### src/rtl/mux_n_pipe_pkg.sv
// Shared datapath constants and helpers for the N-input selector with an elastic output buffer.
package mux_n_pipe_pkg;

  localparam int DEF_W = 5;
  localparam int DEF_N = 4;

  // Number of bits needed to index n lanes
  function automatic int clog2(input int n);
    int r;
    r = 0;
    for (int k = 0; k < 32; k++) begin
      if ((32'sd1 <<< r) < n) begin
        r = r + 1;
      end else begin
        r = r;
      end
    end
    return r;
  endfunction

endpackage

### src/rtl/mux_n_pipe_sel_decode.sv
// Lane index to one-hot enable decoder; in_range flags indices below N.
module sel_decode
  import mux_n_pipe_pkg::*;
#(
  parameter int N = DEF_N,
  localparam int SW = clog2(N)
) (
  input  logic [SW-1:0] idx,
  output logic [N-1:0]  en,
  output logic          in_range
);

  // One-hot decode; an index at or above N leaves every enable low
  always_comb begin
    en       = {N{1'b0}};
    in_range = 1'b0;
    for (int i = 0; i < N; i++) begin
      if (idx == SW'(i)) begin
        en[i]    = 1'b1;
        in_range = 1'b1;
      end else begin
        en[i]    = 1'b0;
      end
    end
  end

endmodule

### src/rtl/mux_n_pipe.sv
// N-lane selector with registered select and 2-entry output FIFO.
// Define MUX_N_PIPE_SEL_CHECK_EN to reject out-of-range select loads and pulse sel_err.
module mux_n_pipe
  import mux_n_pipe_pkg::*;
#(
  parameter int W = DEF_W,
  parameter int N = DEF_N,
  localparam int SW = clog2(N)
) (
  input  logic           clk,
  input  logic           rst,
  input  logic           sel_ld,
  input  logic [SW-1:0]  sel_in,
  output logic [SW-1:0]  sel_q,
  input  logic           in_valid,
  output logic           in_ready,
  input  logic [N*W-1:0] din,
  output logic           out_valid,
  input  logic           out_ready,
  output logic [W-1:0]   dout,
  output logic           sel_err
);

  logic [SW-1:0] sel_q_r;
  logic [N-1:0]  en_r;
  logic [N-1:0]  en_in_s;
  logic          in_range_s;
  logic [W-1:0]  lane_s;
  logic [W-1:0]  head_r;
  logic [W-1:0]  tail_r;
  logic [1:0]    count_r;
  logic          push_s;
  logic          pop_s;

  // Decoding happens at load time so the one-hot enable is held next to sel_q
  sel_decode #(.N(N)) u_dec (
    .idx      (sel_in),
    .en       (en_in_s),
    .in_range (in_range_s)
  );

`ifdef MUX_N_PIPE_SEL_CHECK_EN
  logic sel_err_r;

  // Select register; out-of-range loads are dropped and flagged for one cycle
  always_ff @(posedge clk) begin
    if (rst) begin
      sel_q_r   <= {SW{1'b0}};
      en_r      <= {{(N-1){1'b0}}, 1'b1};
      sel_err_r <= 1'b0;
    end else if (sel_ld && in_range_s) begin
      sel_q_r   <= sel_in;
      en_r      <= en_in_s;
      sel_err_r <= 1'b0;
    end else begin
      sel_err_r <= sel_ld;
    end
  end

  assign sel_err = sel_err_r;
`else
  // Select register; an out-of-range index keeps an all-zero enable so pushed words are 0
  always_ff @(posedge clk) begin
    if (rst) begin
      sel_q_r <= {SW{1'b0}};
      en_r    <= {{(N-1){1'b0}}, 1'b1};
    end else if (sel_ld) begin
      sel_q_r <= sel_in;
      en_r    <= en_in_s & {N{in_range_s}};
    end
  end

  assign sel_err = 1'b0;
`endif

  // AND-OR lane mux driven by the held one-hot enable
  always_comb begin
    lane_s = {W{1'b0}};
    for (int i = 0; i < N; i++) begin
      lane_s = lane_s | ({W{en_r[i]}} & din[i*W +: W]);
    end
  end

  assign in_ready  = (count_r != 2'd2);
  assign out_valid = (count_r != 2'd0);
  assign push_s    = in_valid & in_ready;
  assign pop_s     = out_valid & out_ready;

  // Two-entry FIFO kept as head/tail so dout is always a register
  always_ff @(posedge clk) begin
    if (rst) begin
      count_r <= 2'd0;
      head_r  <= {W{1'b0}};
      tail_r  <= {W{1'b0}};
    end else begin
      case ({push_s, pop_s})
        2'b10: begin
          if (count_r == 2'd0) begin
            head_r <= lane_s;
          end else begin
            tail_r <= lane_s;
          end
          count_r <= count_r + 2'd1;
        end
        2'b01: begin
          head_r  <= tail_r;
          count_r <= count_r - 2'd1;
        end
        // Simultaneous push/pop only happens at count 1
        2'b11: begin
          head_r <= lane_s;
        end
        default: begin
          count_r <= count_r;
        end
      endcase
    end
  end

  assign sel_q = sel_q_r;
  assign dout  = head_r;

endmodule

### config.mk
export PLATFORM = sky130hd
export DESIGN_NAME = mux_n_pipe
export DESIGN_NICKNAME = d
export VERILOG_FILES = /design/src/rtl/mux_n_pipe_pkg.sv /design/src/rtl/mux_n_pipe_sel_decode.sv /design/src/rtl/mux_n_pipe.sv
export SDC_FILE = /design/constraint.sdc
export NUM_CORES = 1
export LEC_CHECK = 0
export ABC_AREA = 1
export BUFFER_PORTS_ARGS = -buffer_cell sky130_fd_sc_hd__buf_4
export CAP_MARGIN = 15
export CORE_UTILIZATION = 32
export CTS_CLUSTER_DIAMETER = 150
export DETAILED_ROUTE_END_ITERATION = 6
export HOLD_SLACK_MARGIN = 0.1
export RECOVER_POWER = 100
export SYNTH_ARGS = -nofsm -noshare
export SYNTH_HDL_FRONTEND = slang
export SYNTH_SLANG_ARGS = --single-unit
### constraint.sdc
create_clock -name clk -period 2.1 [get_ports clk]
set_clock_uncertainty 0.15 [all_clocks]
set_input_delay 0.315 -clock clk [delete_from_list [all_inputs] [get_ports clk]]
set_output_delay 0.315 -clock clk [all_outputs]
set_load 0.02 [all_outputs]
After elaboration in Yosys (flattened, before gate mapping) --
Cells that the tools add are included.
Storage, ports and cells: register bits after elaboration 18, input bits 27, logic and storage cells 43
Cells by class: add/sub/neg operators 2, equal/unequal tests 8, muxes and demuxes 10, bitwise operators 11, reduce and logical (&&, ||, !) cells 7
Operators with widths (number):
- $and A5 B5 Y5 | 4
- $or A5 B5 Y5 | 3
- $pmux W5 S3 | 1
- $eq A2 B2 Y1 const B | 4
- $mux W1 | 7
- $mux W5 | 1
- $and A4 B4 Y4 | 1
- $eq A2 B1 Y1 const B | 2
- $logic_not A2 Y1 | 2
- $ne A2 B2 Y1 const B | 2
- $pmux W2 S2 | 1
- $reduce_and A2 Y1 | 2
- $reduce_bool A2 Y1 | 2
- $reduce_bool A3 Y1 | 1
- $add A2 B1 Y2 const B | 1
- $and A1 B1 Y1 | 2
- $sub A2 B1 Y2 const B | 1
- $not A1 Y1 | 1

Longest topological paths before layout --
depth after elaboration 6, depth in mapped cells 10

Hierarchy --
Synthesis repeated with hierarchy kept, for this count alone.
Second synthesis, totals: cell total of the unflattened synthesis 155, area total of the unflattened synthesis 1002.2 sq um
Modules (own cells, without submodules):
- mux_n_pipe | instances 1, cells an instance 146, area each 964.7 sq um
- sel_decode | instances 1, cells an instance 9, area each 37.5 sq um

Worst setup path before layout --
No wires, ideal clock.
path kind register to register, start point register count_r[0], end point register count_r[1], library setup time 0.115 ns, arrival 1.395 ns, data required time 1.835 ns, setup slack 0.440 ns, cell stages (with the launch flop) 8, buffers on the path 0, period minus slack after synthesis 1.660 ns, path through dfxtp_1 -> inv_2 -> nand2_1 -> nand2_1 -> ha_1 -> or2_2 -> a31oi_1 -> nor2_1
Between the ends: cells in the longest elaborated chain, start to end 4
Ends and longest elaborated chain:
- start, declared | RTL line mux_n_pipe.sv:31 | logic [1:0] count_r;
- start signal, assigned | RTL line mux_n_pipe.sv:103 | count_r <= count_r + 2'd1;
- start signal, assigned | RTL line mux_n_pipe.sv:107 | count_r <= count_r - 2'd1;
- start signal, assigned | RTL line mux_n_pipe.sv:114 | count_r <= count_r;
- $ne A2 B2 Y1 * | RTL line mux_n_pipe.sv:84 | assign in_ready = (count_r != 2'd2);
- net in_ready | RTL line mux_n_pipe.sv:16 | output logic in_ready,
- $and A1 B1 Y1 * | RTL line mux_n_pipe.sv:86 | assign push_s = in_valid & in_ready;
- $eq A2 B1 Y1 or $eq A2 B2 Y1 (tied branches) | RTL line mux_n_pipe.sv:96 | case ({push_s, pop_s})
- $pmux W2 S2 or $reduce_bool A2 Y1 (tied branches)
The timed path passes the listed nets; every way through them passes the cells marked *. A chain may end at the register's enable or synchronous reset.

Worst setup path in the final report --
start point register count_r[0], end point register count_r[1]
Between the ends: cells in the longest elaborated chain, start to end 4
Ends and longest elaborated chain (RTL line):
- $ne A2 B2 Y1 or $reduce_bool A2 Y1 (tied branches) | mux_n_pipe.sv:84, mux_n_pipe.sv:85
- $and A1 B1 Y1 (on tied branches) | mux_n_pipe.sv:86, mux_n_pipe.sv:87
- $eq A2 B1 Y1 or $eq A2 B2 Y1 (tied branches) | mux_n_pipe.sv:96
- $pmux W2 S2 or $reduce_bool A2 Y1 (tied branches)
Several ways; a longest one is shown, not always the timed one.

==> impl_metrics.ini <==
[routing]
wire_per_inst_um = 9.71
route.met2.wl_um = 868
wl_um = 2070
vias = 929
drc = 4
drt.antenna.violating_nets = 0
wl_met3_um = 136
via_per_inst = 4.36
drt_pass1_iterations = 6
top_layer = met4
drtIter0Drc = 37
wl_met1_um = 1050

[floorplan]
placementRows = 19
core_um2 = 2810
num_io_pins = 37
die_h_um = 56.8
die_w_um = 56.8
start_util = 0.342
die_area_um2 = 3220

[clock_tree]
cts_tree = done
cts-root-buf = clkbuf_4
clk_path_buf_depth = 2
clock-sinks = 18
cts_resized = 0
clk_latency_ns = 0.28
cts_buffers = 3
h-tree-depth = 1
path_clk_slew_ns = 0.10

[critical_path]
start_kind = register
cp-end-kind = register
crit_required_ns = 2.14
cp_max_fo = 12
regToRegStartpoint = count_r[0]$_SDFFE_PP0P_
cp-startpoint = count_r[0]$_SDFFE_PP0P_
worstSetupPathType = reg2reg
worstPathArrival_ns = 1.89

[cells_and_area]
n_antenna_cell = 0
drive_above_1_share = 0.198
nets = 212
stdcell_area_um2 = 1250
final.fill_count = 309
area_growth_pct = 30.1

[power]
power_w = 0.00114
power-per-cell-area_nw_per_um2 = 911
leakage_nw = 0.633
peakVddDrop_uv = 318

[sta]
min_period_ns = 1.85
finalSetupViolations = 0
rsz0062_at_grt = no
drv_slew = 0
hold_viol = 0
period_share = 0.881
hold-worst-slack_ns = 0.151
max_freq_mhz = 540
setup_tns_ns = 0

[grt]
antenna_found_initial = 0
grt_overflow = 0
grt_max_degree = 15
grt_pass1_vias = 859
track_usage = 0.144
grt_pass1_wl_um = 3620

[logic_synthesis]
ys_ff_latch = 18
synth_top_area_cell = dfxtp_1
yosysSeqAreaShare = 0.375
syn_area_um2 = 960
syn_nets = 173
synthTopCellsByArea = dfxtp_1, nand2_1, nor2_1
syn_inst = 144
synth_top_area_share = 0.375
synthDistinctLibCells = 20
syn_avg_cell_area_um2 = 6.66
yosys_warnings = 0

[place]
place_area_um2 = 1240
place_congestion = 0.760
portBuffers = 35
dp_hpwl_um = 1700

[status]
status = finished, violations left
violations = DRC

[hold_path]
min_path_type = in2reg
holdCritStartpoint = sel_ld

[run]
maxCapViolCount = 0
-- sequential cells by signal (all words and copies together) (netlist names) --
register,cells
sel_q,2
tail_r,5
en_r,4
dout,5
count_r,2
-- repair_timing --
item | in CTS | in global routing
endpoints found under the hold margin | 3 | 0
buffers inserted | 0 | 0
hold buffers | 2 | 0
-- synth_stat cells, drive strengths merged --
cell type / n
a21oi: 10
nand3b: 5
inv: 9
nand3: 1
nor2: 25
conb: 1
or2: 1
ha: 2
nand4: 1
a31oi: 1
o2111a: 1
buf: 2
dfxtp: 18
o21ai: 7
clkbuf: 1
nand2: 59
-- cell type report --
| class | instances | area, um^2 | area share |
|---|---|---|---|
| tap | 31 | 38.8 | 0.0311 |
| inverter | 9 | 33.8 | 0.0271 |
| timing repair buffer | 37 | 245 | 0.196 |
| clock buffer | 4 | 36.3 | 0.0291 |
| multi-input combinational | 114 | 534 | 0.428 |
| sequential | 18 | 360 | 0.289 |
-- cells by family (layout without fill, tap and decap cells) --
logic type      after synthesis  count (layout)  share of synthesized area
compound gates               19              19                      0.107
fa+ha+maj                     2               2                     0.0261
buf+inv                      12              50                     0.0548
flops                        18              18                      0.375
other cells                   1               1                    0.00391
simple gates                 92              92                      0.433
-- per-layer routing --
| layer | GRT usage | vias up |
|---|---|---|
| li1 | - | 529 |
| met1 | 0.192 | 362 |
| met5 | 0 | - |
| met2 | 0.235 | 36 |
| met3 | 0.0300 | 2 |
| met4 | 0.0418 | 0 |
-- final timing paths --
| kind | to | slack, ns | depth (start not counted) |
|---|---|---|---|
| min reg2reg | sel_q[0]$_SDFFE_PP0P_ | 0.33 | 2 |
| max reg2reg | count_r[1]$_SDFFE_PP0P_ | 0.25 | 8 |
| max | count_r[1]$_SDFFE_PP0P_ | 0.25 | 8 |
| min | sel_q[0]$_SDFFE_PP0P_ | 0.15 | 3 |
-- cells in the final DEF, fill, tap and decap left out --
cell type / n
o21ai_1: 2
a31oi_1: 1
nand2_1: 56
dfxtp_1: 18
clkbuf_1: 10
or2_2: 1
nand3_1: 1
o2111a_1: 1
ha_1: 2
o21ai_0: 5
a21oi_1: 10
clkbuf_4: 3
clkbuf_8: 1
inv_2: 1
buf_4: 25
dlygate4sd3_1: 2
conb_1: 1
nand4_1: 1
nand2_4: 3
nor2_4: 1
nand3b_1: 5
nor2_1: 23
inv_1: 8
nor2_2: 1
-- per-stage QoR --
step / cells / utilization / setup slack, ns
2_1_floorplan: 144 / - / 0.440
3_3_place_gp: 207 / 0.443 / 0.373
3_5_place_dp: 207 / 0.443 / 0.309
4_1_cts: 213 / 0.463 / 0.295
5_1_grt: 213 / 0.445 / 0.120
6_report: 213 / 0.445 / 0.250
-- worst max-delay path: stages (launching register included) --
cell and delay [ns]:
dfxtp_1 0.37, inv_1 0.11, nand2_1 0.11, nand2_4 0.12
inv_1 0.05, ha_1 0.31, or2_2 0.33, a31oi_1 0.15
nor2_1 0.05
-- power by group --
part / switching [W] / leakage [nW] / internal (W)
combinational: 0.000280 / 0.463 / 0.000184
sequential: 0.0000508 / 0.149 / 0.000413
clock: 0.000104 / 0.0210 / 0.000105
Note: power is estimated with default switching activity, not from simulation.
